$ cat src/rtl/significand_packer.sv
// Packs sign, unbiased exponent and normalized significand into
// IEEE-754 double or single storage, denormalizing one bit per cycle.
module significand_packer #(
    parameter int EW        = 13,
    parameter int MAX_SHIFT = 54
) (
    input  logic          clk,
    input  logic          rst_n,
    input  logic          in_valid,
    output logic          in_ready,
    input  logic          db,
    input  logic          s,
    input  logic [EW-1:0] e,
    input  logic [52:0]   f,
    input  logic          nan,
    input  logic          inf,
    output logic          out_valid,
    input  logic          out_ready,
    output logic [63:0]   y,
    output logic          inexact,
    output logic          overflow,
    output logic          underflow
);

    localparam logic [1:0] IDLE  = 2'd0;
    localparam logic [1:0] SHIFT = 2'd1;
    localparam logic [1:0] DONE  = 2'd2;

    localparam int CW = $clog2(MAX_SHIFT + 1);
    localparam int XW = EW + 2;

    logic [1:0]    state;
    logic [CW-1:0] cnt;
    logic [52:0]   sig;
    logic          sticky;
    logic          db_q;
    logic          s_q;

    // Two guard bits so both e+bias and 1-eb stay exact.
    logic signed [XW-1:0] e_x;
    logic signed [XW-1:0] bias;
    logic signed [XW-1:0] emax;
    logic signed [XW-1:0] eb;
    logic signed [XW-1:0] sh;
    logic [CW-1:0]        cnt_load;
    logic                 lo_sticky;
    logic [52:0]          sig_nx;
    logic                 sticky_nx;

    assign e_x  = {{2{e[EW-1]}}, e};
    assign bias = db ? XW'(1023) : XW'(127);
    assign emax = db ? XW'(2047) : XW'(255);
    assign eb   = e_x + bias;
    assign sh   = XW'(1) - eb;

    assign cnt_load = (sh > XW'(MAX_SHIFT)) ? CW'(MAX_SHIFT)
                                            : sh[CW-1:0];
    assign lo_sticky = ~db & (|f[28:0]);

    assign sig_nx    = sig >> 1;
    assign sticky_nx = sticky | sig[0];

    assign in_ready  = (state == IDLE);
    assign out_valid = (state == DONE);

    function automatic logic [63:0] pack(
        input logic        dbl,
        input logic        sgn,
        input logic [10:0] ex,
        input logic [52:0] m
    );
        if (dbl)
            return {sgn, ex, m[51:0]};
        else
            return {sgn, ex[7:0], m[51:29], 32'b0};
    endfunction

    always_ff @(posedge clk or negedge rst_n) begin
        if (!rst_n) begin
            state     <= IDLE;
            cnt       <= '0;
            sig       <= '0;
            sticky    <= 1'b0;
            db_q      <= 1'b0;
            s_q       <= 1'b0;
            y         <= '0;
            inexact   <= 1'b0;
            overflow  <= 1'b0;
            underflow <= 1'b0;
        end else begin
            unique case (state)
                IDLE: begin
                    if (in_valid) begin
                        db_q      <= db;
                        s_q       <= s;
                        inexact   <= 1'b0;
                        overflow  <= 1'b0;
                        underflow <= 1'b0;
                        state     <= DONE;
                        if (nan) begin
                            y <= pack(db, 1'b0, 11'h7FF,
                                      53'h08000000000000);
                        end else if (inf) begin
                            y <= pack(db, s, 11'h7FF, '0);
                        end else if (f == '0) begin
                            y <= {s, 63'b0};
                        end else if (eb >= emax) begin
                            y        <= pack(db, s, 11'h7FF, '0);
                            overflow <= 1'b1;
                            inexact  <= 1'b1;
                        end else if (eb > 0) begin
                            y       <= pack(db, s, eb[10:0], f);
                            inexact <= lo_sticky;
                        end else begin
                            cnt    <= cnt_load;
                            sig    <= f;
                            sticky <= lo_sticky;
                            state  <= SHIFT;
                        end
                    end
                end
                SHIFT: begin
                    sig    <= sig_nx;
                    sticky <= sticky_nx;
                    cnt    <= cnt - 1'b1;
                    if (cnt == CW'(1)) begin
                        y         <= pack(db_q, s_q, 11'd0, sig_nx);
                        inexact   <= sticky_nx;
                        underflow <= sticky_nx;
                        state     <= DONE;
                    end
                end
                DONE: begin
                    if (out_ready)
                        state <= IDLE;
                end
                default: state <= IDLE;
            endcase
        end
    end

endmodule
$ cat config.mk
export PLATFORM = sky130hd
export DESIGN_NAME = significand_packer
export DESIGN_NICKNAME = d
export VERILOG_FILES = /design/src/rtl/significand_packer.sv
export SDC_FILE = /design/constraint.sdc
export NUM_CORES = 1
export LEC_CHECK = 0
export CAP_MARGIN = 30
export CORE_MARGIN = 10
export CORE_UTILIZATION = 50
export CTS_BUF_LIST = sky130_fd_sc_hd__clkbuf_8 sky130_fd_sc_hd__clkbuf_16
export DETAILED_ROUTE_END_ITERATION = 10
export PLACE_DENSITY = 0.81
export SLEW_MARGIN = 15
export SYNTH_ARGS = -nofsm -noshare
export SYNTH_HDL_FRONTEND = slang
export SYNTH_SLANG_ARGS = --single-unit
$ cat constraint.sdc
create_clock -name clk -period 4.75 [get_ports clk]
set_input_delay 0.95 -clock clk [delete_from_list [all_inputs] [get_ports clk]]
set_output_delay 0.95 -clock clk [all_outputs]
set_load 0.02 [all_outputs]
==> results of run 1 <==
## stage by stage
step	worst slack, ps	cell area [um^2]	total power (W)	utilization
after CTS	238	10500	0.00605	0.687
after floorplan	240	7880	0.00336	-
after global routing	82.4	10500	0.00635	0.689
after global placement	-102	9780	0.00438	0.639
final	248	10500	0.00602	0.689
after detailed placement	-163	9820	0.00445	0.641
## state kept, by name, summed over array words and instances, names as in the netlist
| register | count |
|---|---|
| overflow | 1 |
| s_q | 1 |
| sig | 53 |
| sticky | 1 |
| y | 64 |
| state | 2 |
| inexact | 1 |
| db_q | 1 |
| cnt | 6 |
| underflow | 1 |
## worst min-delay path by stage
stage | to | slack, ps | startpoint
finish | y[27] | 470 | rst_n
CTS | sticky | 490 | sticky
floorplan | sticky | 460 | sticky
global placement | underflow | 470 | underflow
detailed placement | y[55] | 480 | y[55]
global route | y[26] | 490 | rst_n
## cell families after synthesis
logic type | after synthesis
AOI/OAI and AO/OA | 244
xor gates and xnor gates | 11
adders and majority gates | 12
buffers and inverters | 82
DFF | 131
muxes | 100
and+or+nand+nor | 266
## where the power goes
part           internal, W  switching (W)
registers          0.00166       0.000443
logic              0.00115        0.00121
clock network      0.00107       0.000497
total              0.00387        0.00215
## metal layers
layer  up-vias  wire (um)  global-route usage  share of wire
met2       287      11000               0.348           0.48
li1       3453          -                   -              -
met3        38       1430              0.0491          0.062
met4         0        390              0.0642          0.017
met1      3573      10100               0.273           0.44
met5         -          0                   0              0
## critical path, cell delays in order
cell and delay, ps:
clkdlybuf4s50_1 400, ha_1 290, a21o_1 190, or2_2 270
o211ai_1 230, inv_1 70, ha_1 300, nand4b_1 80
or4b_1 500, o41ai_2 300, and4b_1 290, a31o_1 290
a2111oi_0 450, buf_4 200, a21o_1 70
## synth_stat cells, drive strengths merged (3+ instances only)
library cell	n	share of area
a211o	5	0.0056
a211oi	3	0.0029
a21o	5	0.0048
a21oi	20	0.013
a221oi	33	0.037
a22o	3	0.0033
a31o	4	0.0044
a31oi	5	0.0040
a41oi	3	0.0033
and2	5	0.0040
and3	3	0.0024
and4b	3	0.0040
buf	23	0.019
clkbuf	42	0.020
dfrtp	131	0.42
ha	12	0.019
inv	17	0.0081
mux2i	98	0.12
nand2	88	0.042
nand2b	3	0.0024
nand3	6	0.0038
nand4	7	0.0056
nand4b	3	0.0052
nor2	100	0.048
nor3	12	0.0076
nor3b	5	0.0054
nor4	18	0.015
o211ai	12	0.011
o21a	22	0.021
o21ai	73	0.047
o221ai	19	0.021
o2bb2ai	8	0.0089
o31ai	8	0.0076
or2	4	0.0032
or3	3	0.0030
xnor2	7	0.0078
xor2	4	0.0044
## final cells by class
type                    instances  area, um^2  share of cell area
multi-input cells             633        4260               0.403
repair buffers                199        1980               0.188
clock inverters                13         251              0.0238
flip-flops and latches        131        3280               0.311
well taps                     211         264              0.0250
clock buffers                  19         453              0.0429
inverters                      17        63.8             0.00605
==> results.md, run 1 <==
- Reg2Reg Launch Point: state[1]
- Area Overhead vs Synth: 33.8%
- Sink Count: roughly 130
- Synthesis Warnings: 0
- Share of layout cells above drive strength 1: 0.112
- Slew margin rel.: 0.467
- Register bit total from synthesis: 131
- Port Buffers: about 140
- Final cell count without fillers: 1223
- Simple-gate share of the synthesized area: 0.158
- Post-CTS resize count: 0
- Yosys cell types: between 70 and 80
- Mux share of post-synthesis cell area: 0.127
- Initial antenna violation count: 0
- Num CTS Buffers: 17
- Die ar.: 21200 um^2
- Reg2Reg Depth: 9
- CTS clk-pin slew, worst paths: 60 ps
- Total setup buffers inserted after CTS: 0
- Main combinational cell family by area after synthesis: compound AO/OA/AOI/OAI gates
- Synth Area in XOR/XNOR: 0.0122
- Most frequent cells in the layout: clkdlybuf4s50_1 (140), dfrtp_1 (131), nor2_1 (100)
- Layout Nets: 1085
- Worst-case clock buffer depth: 2
- Startpoint Class: primary input
- EDFF count, synth: 0
- CP required: around 5000 ps
- First-pass GRT wire length: approximately 37000 um
- Synth Area in Adders: 0.0191
- Outcome: completed
- Core box area: 15300 um^2
- Initial Utilization: 0.515
- Clock root buffer: clkbuf_16
- Pwr dens: approximately 570 nW/um^2
- Crit path kind: in2reg
- Pleak: roughly 4.7 nW
- Reg2reg end: y[51]
- First-pass detailed-route iteration total: 6
- Register area share after synthesis: 0.416
- Commonest non-fill, non-tap cell in the layout: clkdlybuf4s50_1
- Hold Fails Final Rpt: 0
- # H-tree levels: 4
- Via count: ~7400
- CP Capture Type: flop
- DP Wirelength: roughly 16000 um
- Data arrival time of the critical path: roughly 4900 ps
- Fin Hold WS: approximately 470 ps
- Hold-fix buffers, CTS: 0
- FILL cells: about 1200
- Post-Syn Area per Cell: just over 9 um^2
- Worst Hold Class: in2async
- Max-Cap Viols: 0
- Die height: 146 um
- Clk_skew: roughly 8.3 ps
- Vias in the first global route: ~7200
- Post-synth ARST share: 1.00
- Tcrit/Tclk final: 0.948
- Syn Nets: approximately 930
- Tightest Pin Transition: roughly 790 ps
- Setup Viol. Count Final: 0
- Total negative slack: 0 ps
- Fin crit period: 4500 ps
- Syn Std Cell Area: slightly below 8000 um^2
- Synth Area in Compound Gates: 0.221
- Largest net degree at the start of global routing: 83
- Slew Viols, Final: 0
- Gpl congestion: 0.865
- # placed instances: between 1000 and 1500
- RSZ-0062 raised after global routing: false
- Initial DRC count: ~630
- Main synth FF type: dfrtp_1
- Critical Path Fanout Max: 3
- Total GRT Usage: 0.212
- # IOs: around 140
- Site Rows: between 40 and 50
- Clk Latency, worst-skew pair: 420 ps
- Crit path capture: y[51]
- Routed Antenna Nets: 0
- Critical path origin: e[8]
- CTS tree: done
- Fmax: 0.222 GHz
- DR WL/cell: 18.8 um
- Cell count after synthesis: about 850
- Inserted Diodes: 0
- Routed Wire Length: ~23000 um
- Reg-to-reg setup timing slack: roughly 1800 ps
- Post-route DRC: 0
- Via density: about 6.0
- Chip width: about 150 um
- Gr ovfl total: 0
- Worst IR drop on VDD: 420 uV
(Power assumes the default switching activity.)
==> inputs of run 2 (changes only) <==
--- a/config.mk
+++ b/config.mk
@@ -10,6 +10,7 @@
 export CORE_UTILIZATION = 50
 export CTS_BUF_LIST = sky130_fd_sc_hd__clkbuf_8 sky130_fd_sc_hd__clkbuf_16
 export DETAILED_ROUTE_END_ITERATION = 10
+export HOLD_SLACK_MARGIN = 0.06
 export PLACE_DENSITY = 0.81
 export SLEW_MARGIN = 15
 export SYNTH_ARGS = -nofsm -noshare
==> results of run 2 <==
Final layout, timing and power as in run 1 (identical DEF).
